**src/rtl/arc4_pkg.sv**
```systemverilog
// Shared types and constants for the ARC4 phase sequencer.
// Phase codes double as the S-memory grant select.
package arc4_pkg;

  localparam int unsigned TIMEOUT_CYC_DEF = 4096;

  localparam logic [1:0] PH_IDLE = 2'd0;
  localparam logic [1:0] PH_INIT = 2'd1;
  localparam logic [1:0] PH_KSA  = 2'd2;
  localparam logic [1:0] PH_PRGA = 2'd3;

  typedef enum logic [2:0] {
    StIdle,
    StInitGo,
    StInitWait,
    StKsaGo,
    StKsaWait,
    StPrgaGo,
    StPrgaWait,
    StFail
  } state_e;

  function automatic logic [1:0] state_phase(input state_e s);
    case (s)
      StInitGo, StInitWait: return PH_INIT;
      StKsaGo, StKsaWait:   return PH_KSA;
      StPrgaGo, StPrgaWait: return PH_PRGA;
      default:              return PH_IDLE;
    endcase
  endfunction

  function automatic logic state_is_go(input state_e s);
    return (s == StInitGo) || (s == StKsaGo) || (s == StPrgaGo);
  endfunction

  function automatic logic state_is_wait(input state_e s);
    return (s == StInitWait) || (s == StKsaWait) || (s == StPrgaWait);
  endfunction

endpackage

```
**src/rtl/s_mem_mux.sv**
```systemverilog
// Zero-latency S-memory port mux; grant 0 parks the port with writes disabled.
module s_mem_mux
  import arc4_pkg::*;
(
  input  logic [1:0] sel,
  input  logic [7:0] init_addr,
  input  logic [7:0] init_wrdata,
  input  logic       init_wren,
  input  logic [7:0] ksa_addr,
  input  logic [7:0] ksa_wrdata,
  input  logic       ksa_wren,
  input  logic [7:0] prga_addr,
  input  logic [7:0] prga_wrdata,
  input  logic       prga_wren,
  output logic [7:0] s_addr,
  output logic [7:0] s_wrdata,
  output logic       s_wren
);

  always_comb begin
    s_addr   = '0;
    s_wrdata = '0;
    s_wren   = 1'b0;
    unique case (sel)
      PH_INIT: begin
        s_addr   = init_addr;
        s_wrdata = init_wrdata;
        s_wren   = init_wren;
      end
      PH_KSA: begin
        s_addr   = ksa_addr;
        s_wrdata = ksa_wrdata;
        s_wren   = ksa_wren;
      end
      PH_PRGA: begin
        s_addr   = prga_addr;
        s_wrdata = prga_wrdata;
        s_wren   = prga_wren;
      end
      default: ;
    endcase
  end

endmodule

```
**src/rtl/arc4_seq.sv**
```systemverilog
// Sequences the init, ksa and prga clients in order, owns the shared S-memory
// port, and aborts any phase that exceeds the watchdog limit.
module arc4_seq
  import arc4_pkg::*;
#(
  parameter int unsigned TIMEOUT_CYC = TIMEOUT_CYC_DEF
) (
  input  logic        clk,
  input  logic        rst,
  input  logic        en,
  output logic        rdy,
  output logic        err,
  input  logic [23:0] key,
  output logic [23:0] key_q,
  output logic [1:0]  phase,
  output logic        init_en,
  output logic        ksa_en,
  output logic        prga_en,
  input  logic        init_rdy,
  input  logic        ksa_rdy,
  input  logic        prga_rdy,
  input  logic [7:0]  init_addr,
  input  logic [7:0]  init_wrdata,
  input  logic        init_wren,
  input  logic [7:0]  ksa_addr,
  input  logic [7:0]  ksa_wrdata,
  input  logic        ksa_wren,
  input  logic [7:0]  prga_addr,
  input  logic [7:0]  prga_wrdata,
  input  logic        prga_wren,
  output logic [7:0]  s_addr,
  output logic [7:0]  s_wrdata,
  output logic        s_wren
);

  localparam int unsigned WdW = (TIMEOUT_CYC > 2) ? $clog2(TIMEOUT_CYC) : 1;
  localparam logic [WdW-1:0] WdLast = WdW'(TIMEOUT_CYC - 1);

  state_e         state_q, state_d;
  logic [WdW-1:0] wd_q, wd_d, wd_inc;
  logic           busy_seen_q, busy_seen_d;
  logic           err_q, err_d;
  logic [23:0]    key_d;
  logic [1:0]     grant;
  logic           cur_rdy, in_phase, wd_expire, go_fire, done;

  assign grant     = state_phase(state_q);
  assign in_phase  = state_is_go(state_q) || state_is_wait(state_q);
  assign wd_inc    = wd_q + 1'b1;
  // The counter reaching its last value forces FAIL in the same edge, so it never wraps.
  assign wd_expire = in_phase && (wd_inc == WdLast);
  assign go_fire   = state_is_go(state_q) && cur_rdy && !wd_expire;
  // A rdy still high right after the start pulse is not completion.
  assign done      = state_is_wait(state_q) && cur_rdy && busy_seen_q;

  always_comb begin
    unique case (grant)
      PH_INIT: cur_rdy = init_rdy;
      PH_KSA:  cur_rdy = ksa_rdy;
      PH_PRGA: cur_rdy = prga_rdy;
      default: cur_rdy = 1'b0;
    endcase
  end

  always_ff @(posedge clk) begin
    if (rst) begin
      state_q     <= StIdle;
      wd_q        <= '0;
      busy_seen_q <= 1'b0;
      err_q       <= 1'b0;
      key_q       <= '0;
    end else begin
      state_q     <= state_d;
      wd_q        <= wd_d;
      busy_seen_q <= busy_seen_d;
      err_q       <= err_d;
      key_q       <= key_d;
    end
  end

  always_comb begin
    state_d = state_q;
    case (state_q)
      StIdle:     if (en) state_d = StInitGo;
      StInitGo:   if (go_fire) state_d = StInitWait;
      StInitWait: if (done) state_d = StKsaGo;
      StKsaGo:    if (go_fire) state_d = StKsaWait;
      StKsaWait:  if (done) state_d = StPrgaGo;
      StPrgaGo:   if (go_fire) state_d = StPrgaWait;
      StPrgaWait: if (done) state_d = StIdle;
      StFail:     state_d = StIdle;
      default:    state_d = StIdle;
    endcase
    if (wd_expire) state_d = StFail;
  end

  always_comb begin
    key_d = key_q;
    err_d = err_q;
    if (state_q == StIdle && en) begin
      key_d = key;
      err_d = 1'b0;
    end
    if (state_d == StFail) err_d = 1'b1;

    busy_seen_d = state_is_wait(state_q) ? (busy_seen_q || !cur_rdy) : 1'b0;

    if (state_is_go(state_d) && (state_d != state_q)) begin
      wd_d = '0;
    end else if (in_phase) begin
      wd_d = wd_inc;
    end else begin
      wd_d = '0;
    end
  end

  always_comb begin
    rdy     = (state_q == StIdle);
    init_en = go_fire && (grant == PH_INIT);
    ksa_en  = go_fire && (grant == PH_KSA);
    prga_en = go_fire && (grant == PH_PRGA);
    phase   = grant;
    err     = err_q;
  end

  s_mem_mux u_s_mem_mux (
    .sel         (grant),
    .init_addr   (init_addr),
    .init_wrdata (init_wrdata),
    .init_wren   (init_wren),
    .ksa_addr    (ksa_addr),
    .ksa_wrdata  (ksa_wrdata),
    .ksa_wren    (ksa_wren),
    .prga_addr   (prga_addr),
    .prga_wrdata (prga_wrdata),
    .prga_wren   (prga_wren),
    .s_addr      (s_addr),
    .s_wrdata    (s_wrdata),
    .s_wren      (s_wren)
  );

endmodule

```
**config.mk**
```make
export PLATFORM = sky130hd
export DESIGN_NAME = arc4_seq
export DESIGN_NICKNAME = d
export VERILOG_FILES = /design/src/rtl/arc4_pkg.sv /design/src/rtl/s_mem_mux.sv /design/src/rtl/arc4_seq.sv
export SDC_FILE = /design/constraint.sdc
export NUM_CORES = 1
export LEC_CHECK = 0
export ABC_AREA = 1
export BUFFER_PORTS_ARGS = -buffer_cell sky130_fd_sc_hd__buf_2
export CORE_MARGIN = 2
export CORE_UTILIZATION = 44
export DETAILED_ROUTE_END_ITERATION = 7
export PLACE_DENSITY = 0.8
export SYNTH_ARGS = -nofsm -noshare
export SYNTH_HDL_FRONTEND = slang
export SYNTH_SLANG_ARGS = --single-unit
```
**constraint.sdc**
```tcl
create_clock -name clk -period 2.7 [get_ports clk]
set_input_delay 0.27 -clock clk [delete_from_list [all_inputs] [get_ports clk]]
set_output_delay 0.27 -clock clk [all_outputs]
set_load 0.05 [all_outputs]
```
==> reports/results.tsv, run 1 <==
stage	metric	value	unit
power_and_ir_drop	PwrDens	491	nW/µm²
final_layout	most frequent standard cell in the layout excluding fill and tap cells	nand2_1	
worst_setup_path	Worst Reg2Reg Path Length in Cells	16	
sta	final critical-path setup slack	0.224	ns
placement	I/O Buffers	128	
clocking	root buffer cell	clkbuf_8	
sta	f_max	404	MHz
worst_setup_path	category of the most critical setup path	flop to primary output	
sta	post-route setup TNS	0	ns
die	die width	75.7	µm
worst_setup_path	critical path peak fanout	7	
clocking	cts bufs inserted	5	
die	number of top-level pins	129	
clocking	Bufs on Longest Clock Path	2	
global_route	number of antenna violations at the first check in global routing	0	
clocking	insertion delay to the later sink of the worst-skew pair	0.29	ns
final_layout	area used by multi-input combinational logic	1280	µm²
final_layout	fraction of layout instances using a drive strength above 1	0.359	
routing	violation count after the first detailed-route iteration	153	
routing	number of DRC violations after detailed routing	0	
placement	dpl hpwl	4.73	mm
sta	number of slew-limit violations in the final report	0	
final_layout	Synth-to-Final Area Change	36.5	%
final_layout	fillcell total	470	
power_and_ir_drop	Total Power Consumption	1.52	mW
global_route	total global-route track usage	0.212	
sta	unrepaired setup endpoints after global routing	no	
global_route	Remaining Overflow, GRT	0	
synthesis	synthesized flop and latch total	41	
synthesis	average size of a mapped cell	6.32	µm²
sta	part of the cycle the worst path needs	0.917	
worst_setup_path	arrival time reported for the critical path endpoint	2.21	ns
sta	transition time of the tightest slew-check pin	0.487	ns
power_and_ir_drop	leakage component of the power	1.56	nW
synthesis	Synth Instances	358	
worst_setup_path	kind of start point of the critical path	flop	
worst_setup_path	CP Data Required Time	2.43	ns
clocking	clock transition time at the flip-flop clock pins of the worst setup and hold paths	0.08	ns
sta	setup violation total in the final timing report	0	
routing	Routed Antenna Nets	0	
sta	final count of hold timing violations	0	
synthesis	Net Count, Synth	441	
routing	wire length per cell after detailed routing	10.8	µm
routing	routed wire length	6.03	mm
synthesis	count of warnings emitted by yosys	0	
worst_setup_path	Worst Setup End Kind	primary output	
die	core outline area	5040	µm²
final_layout	combined flip-flop and latch cell area	821	µm²
global_route	pin count of the biggest net entering global routing	29	
sta	time the final worst path needs with I/O delays and setup	2.48	ns
routing	iteration count of the initial detailed-routing pass	4	
final_layout	n_diodes	0	
sta	Setup Skew	0.00768	ns
die	height of the die	75.7	µm
worst_hold_path	cell count of the worst hold path	3	
final_layout	final net count	569	
clocking	number of buffers inserted by post-CTS setup repair	0	
flow_run	number of violations of the max-capacitance limit	0	
synthesis	Post-Synthesis Cell Area	2260	µm²
outcome	result of the run	finished, final reports clean	
power_and_ir_drop	worst voltage drop across the vdd grid	0.000361	V
placement	Post-Place Worst Slack	0.284	ns
sta	Slew headroom	0.675	
routing	total number of vias	2631	
placement	routability congestion estimate	0.875	
global_route	first-pass GRT wire length	9.57	mm
final_layout	commonest cells after routing, fill and taps aside	156 x nand2_1, 128 x buf_2, 41 x dfxtp_1	
synthesis	portion of the post-synthesis area used by sequential elements	0.363	
die	overall die area	5730	µm²
global_route	number of global-route vias before repair	2280	
clocking	count of H-tree levels built during CTS	2	
routing	number of vias per cell after detailed routing	4.72	
clocking	clock tree from TritonCTS	built	
synthesis	number of different library cells in the post-synthesis netlist	28	
die	initial core utilization	0.449	
worst_hold_path	class of the tightest hold or removal check	input port to flop	
clocking	Sink Count	41	
die	Std-Cell Rows	26	
-- repair_timing --
action / CTS / global route
setup endpoints to repair: 0 / 5
gates resized for setup: 0 / 1
hold buffers: 0 / 0
-- worst max-delay path, stage by stage, from the launching register on --
cell and delay (ns):
dfxtp_1 0.46, ha_1 0.31, nand3_1 0.13, inv_1 0.11
nand2_1 0.06, nand2_1 0.10, nor2_1 0.05, nand2_1 0.07
nor2_2 0.05, nand3_4 0.09, nand2_2 0.09, nor2_1 0.11
buf_2 0.27
-- cell type report --
type / instances / area share
multi-input cells: 275 / 0.414
clock inverters: 2 / 0.0126
flip-flops and latches: 41 / 0.266
well taps: 70 / 0.0284
clock buffers: 6 / 0.0235
repair buffers: 133 / 0.220
inverters: 30 / 0.0365
-- power breakdown --
part / leakage [nW] / internal [mW] / switching [mW]
registers: 0.334 / 0.631 / 0.0161
clock network: 0.0554 / 0.277 / 0.207
logic: 1.17 / 0.111 / 0.274
total: 1.56 / 1.02 / 0.497
-- synth_stat cells --
library cell	count	area [µm²]
o21ai_0	1	5.00
inv_1	24	90.1
a21boi_1	1	7.51
clkbuf_1	9	33.8
nor2_1	16	60.1
nor2_4	2	22.5
clkinv_1	1	3.75
a211oi_1	1	7.51
inv_2	5	18.8
a21oi_1	28	140
nor2_2	16	100
buf_6	1	11.3
o211ai_1	2	15.0
nand2_2	7	43.8
dfxtp_1	41	821
nand2_1	156	586
or2_2	1	6.26
o21ai_1	1	5.00
nand3b_1	3	22.5
ha_1	2	25.0
nand4_1	4	25.0
o21bai_1	1	7.51
nand3_2	2	20.0
nand3_1	29	145
buf_4	1	7.51
nand4_2	1	12.5
nand3_4	1	17.5
buf_1	1	3.75
-- worst paths after layout --
kind	from	to	slack [ns]
worst min register to register	key_q[13]	key_q[13]	0.47
worst max register to register	wd_q[0]	wd_q[6]	0.34
worst min-delay path	key[14]	key_q[14]	0.21
worst max-delay path	wd_q[0]	init_en	0.22
-- sequential cells by signal (all words and copies together) (netlist names) --
| register | cells |
|---|---|
| key_q | 24 |
| busy_seen_q | 1 |
| state_q | 3 |
| err | 1 |
| wd_q | 12 |
-- kinds of logic after synthesis --
group / Yosys count / share of synthesized area
buffers and inverters: 42 / 0.0746
AO/OA/AOI/OAI: 35 / 0.0829
flip-flops: 41 / 0.363
AND/OR/NAND/NOR: 238 / 0.469
adder cells (fa/ha/maj): 2 / 0.0111
-- stage by stage --
step                      utilization  cells  area [µm²]  hold slack, ns
after floorplan                     -    358        2260           0.415
after CTS                       0.612    557        3080           0.199
after global placement          0.590    549        2970           0.450
after detailed placement        0.590    549        2970           0.453
final                           0.613    557        3090           0.213
after global routing            0.613    557        3090           0.208
-- metal layers --
layer,track usage,up-vias,wire length [µm],part of all wire
met5,0,-,0,0
met4,0.0760,0,71,0.012
met3,0.0489,6,312,0.052
met2,0.350,82,3010,0.50
met1,0.273,1162,2640,0.44
li1,-,1381,-,-
No activity file was read; power rests on OpenSTA's default activity.
==> inputs of run 2 (changes only) <==
==> constraint.sdc (replaced) <==
create_clock -name clk -period 2.62 [get_ports clk]
set_input_delay 0.262 -clock clk [delete_from_list [all_inputs] [get_ports clk]]
set_output_delay 0.262 -clock clk [all_outputs]
set_load 0.05 [all_outputs]
==> run 2 against run 1 <==
  * Routed wire length up 3.2%
  * Sequential cell count unchanged
  * Combinational power up 4%
  * Sequential share of layout area about the same
  * Clock power up 3%
  * Register-to-register slack worse by 0.11 ns
  * Non-clock buffer count unchanged
  * First-iteration DRC count down 11%
==> reports/results.tsv, run 2 (synthesis gave the netlist of run 1 again) <==
stage	metric	value	unit	change
final_layout	Synth-to-Final Area Change	36.6	%	about the same
sta	Setup Skew	0.00706	ns	-0.000617 ns
final_layout	register ranked first by flip-flop count	key_q		
worst_setup_path	CP bufs+invs	2		unchanged
placement	I/O Buffers	128		unchanged
routing	number of DRC violations after detailed routing	0		unchanged
sta	time the final worst path needs with I/O delays and setup	2.43	ns	
placement	routability congestion estimate	0.877		+0.23%
routing	iteration count of the initial detailed-routing pass	5		+1
die	overall die area	5730	µm²	unchanged
power_and_ir_drop	PwrDens	506	nW/µm²	+3.0%
sta	final count of hold timing violations	0		unchanged
global_route	number of antenna violations at the first check in global routing	0		unchanged
sta	final critical-path setup slack	0.191	ns	-0.0328 ns
die	core outline area	5040	µm²	unchanged
sta	unrepaired setup endpoints after global routing	no		
power_and_ir_drop	leakage component of the power	1.56	nW	-0.19%
clocking	Sink Count	41		unchanged
worst_setup_path	CP cell instances	ha_2 > nand3_1 > inv_1 > nand3b_1 > nand2_1 > nand2_1 > nor2_2 > nand3_4 > nand2_2 > nor2_1 > buf_2		
worst_setup_path	critical path peak fanout	7		unchanged
final_layout	n_diodes	0		unchanged
sta	transition time of the tightest slew-check pin	0.515	ns	+0.0281 ns
clocking	clock transition time at the flip-flop clock pins of the worst setup and hold paths	0.08	ns	about the same
global_route	number of global-route vias before repair	2461		+7.9%
die	Std-Cell Rows	26		unchanged
routing	Routed Antenna Nets	0		unchanged
worst_hold_path	HP Start	key[2]		
routing	routed wire length	6.22	mm	+3.2%
final_layout	registers with the most flip-flops	key_q (24), wd_q (12), state_q (3)		
clocking	root buffer cell	clkbuf_8		
routing	wire length per cell after detailed routing	11.2	µm	+3.2%
global_route	pin count of the biggest net entering global routing	29		unchanged
worst_setup_path	kind of start point of the critical path	flop		
worst_setup_path	category of the most critical setup path	flop to primary output		
power_and_ir_drop	Total Power Consumption	1.56	mW	+3.1%
global_route	first-pass GRT wire length	10.2	mm	+6.3%
global_route	Remaining Overflow, GRT	0		unchanged
worst_setup_path	family with the most delay on the worst path	simple AND/OR/NAND/NOR gates		
worst_setup_path	Most common cell on crit path	nand2_1		
final_layout	fin util	0.613		about the same
outcome	result of the run	finished, final reports clean		
routing	total number of vias	2634		+0.11%
die	initial core utilization	0.449		unchanged
sta	post-route setup TNS	0	ns	unchanged
final_layout	Post-Layout Cell Count	557		unchanged
global_route	total global-route track usage	0.224		+0.0114
power_and_ir_drop	worst voltage drop across the vdd grid	0.000323	V	-11%
worst_hold_path	class of the tightest hold or removal check	input port to flop		
worst_setup_path	maximum cell stage delay along the critical path	0.47	ns	about the same
placement	dpl hpwl	4.89	mm	+3.5%
sta	Slew headroom	0.656		-0.0187
routing	number of vias per cell after detailed routing	4.73		+0.11%
clocking	Bufs on Longest Clock Path	2		unchanged
final_layout	fraction of layout instances using a drive strength above 1	0.361		+0.00205
worst_setup_path	Worst Setup End Kind	primary output		
clocking	count of H-tree levels built during CTS	2		unchanged
worst_setup_path	arrival time reported for the critical path endpoint	2.17	ns	-0.04 ns
worst_setup_path	first element of the critical path	wd_q[0]		
sta	setup violation total in the final timing report	0		unchanged
final_layout	commonest cells after routing, fill and taps aside	156 x nand2_1, 128 x buf_2, 41 x dfxtp_1		
final_layout	final net count	569		unchanged
worst_setup_path	CP Data Required Time	2.36	ns	-0.07 ns
sta	number of slew-limit violations in the final report	0		unchanged
final_layout	flip-flop count of the largest register after layout	24		unchanged
final_layout	most frequent standard cell in the layout excluding fill and tap cells	nand2_1		
clocking	cts bufs inserted	5		unchanged
worst_setup_path	worst reg2reg path startpoint	wd_q[0]		
flow_run	number of violations of the max-capacitance limit	0		unchanged
sta	f_max	412	MHz	
clocking	insertion delay to the later sink of the worst-skew pair	0.29	ns	about the same
placement	Post-Place Worst Slack	0.174	ns	-0.110 ns
sta	part of the cycle the worst path needs	0.927		
placement	Placed Cells	549		unchanged
die	die width	75.7	µm	unchanged
die	number of top-level pins	129		unchanged
clocking	clock tree from TritonCTS	built		
worst_setup_path	Worst R2R Setup Slack	0.23	ns	-0.11 ns
worst_setup_path	slowest library cell on the worst path	dfxtp_1		
routing	violation count after the first detailed-route iteration	136		-11%
die	height of the die	75.7	µm	unchanged
clocking	number of hold-repair buffers added at the cts stage	0		unchanged
run 2: changes by cell type in the layout (fill, tap and decap cells not counted):
cell,change
ha_1,-1
ha_2,+1
run 2: path summary, 6_finish.rpt:
check              endpoint  cells after the start
hold reg to reg   key_q[19]                      2
setup reg to reg    wd_q[6]                     16
hold / removal     key_q[2]                      3
setup / recovery    init_en                     11
run 2: timing repair:
item                                    4_1_cts  5_1_grt
hold endpoints to repair                      0        0
endpoints found under the setup margin        0       15
buffers inserted                              0        0
resized for setup                             0        2
run 2: routing by layer:
metal  track usage  vias to the layer above  part of all wire
li1              -                     1380                 -
met1         0.281                     1176              0.44
met2         0.391                       70              0.51
met3        0.0437                        8             0.037
met4        0.0624                        0             0.012
met5             0                        -                 0
run 2: area by class of cell:
| cell class | count | area, µm² |
|---|---|---|
| fillers | 470 | 1950 |
| multi-input cells | 275 | 1280 |
| flip-flops and latches | 41 | 821 |
| repair buffers | 133 | 678 |
| inverters | 30 | 113 |
| well taps | 70 | 87.6 |
| clock buffers | 6 | 72.6 |
| clock inverters | 2 | 38.8 |
run 2: power breakdown:
part / switching (mW) / internal (mW) / leakage, nW
sequential: 0.0171 / 0.650 / 0.334
clock: 0.211 / 0.286 / 0.0554
combinational: 0.284 / 0.114 / 1.17
total: 0.513 / 1.05 / 1.56
run 2: per-stage QoR:
| step | hold WS (ns) | cell area [µm²] |
|---|---|---|
| after detailed placement | 0.454 | 2970 |
| after CTS | 0.203 | 3080 |
| after floorplan | 0.407 | 2260 |
| final | 0.212 | 3090 |
| after global placement | 0.450 | 2970 |
| after global routing | 0.214 | 3090 |
run 2: worst register-to-register path: stages (launching register included):
cell and delay, ns:
dfxtp_1 0.47, ha_2 0.29, nand3_1 0.11, inv_1 0.12, nand3b_1 0.10, nand2_1 0.09
nand2_1 0.06, nor2_2 0.13, nand3_4 0.14, nand2_2 0.13, nand2_2 0.07, nand4_2 0.09
nand2_1 0.07, nand3_1 0.08, nand2_1 0.09, nand2_4 0.19, nor2_1 0.07
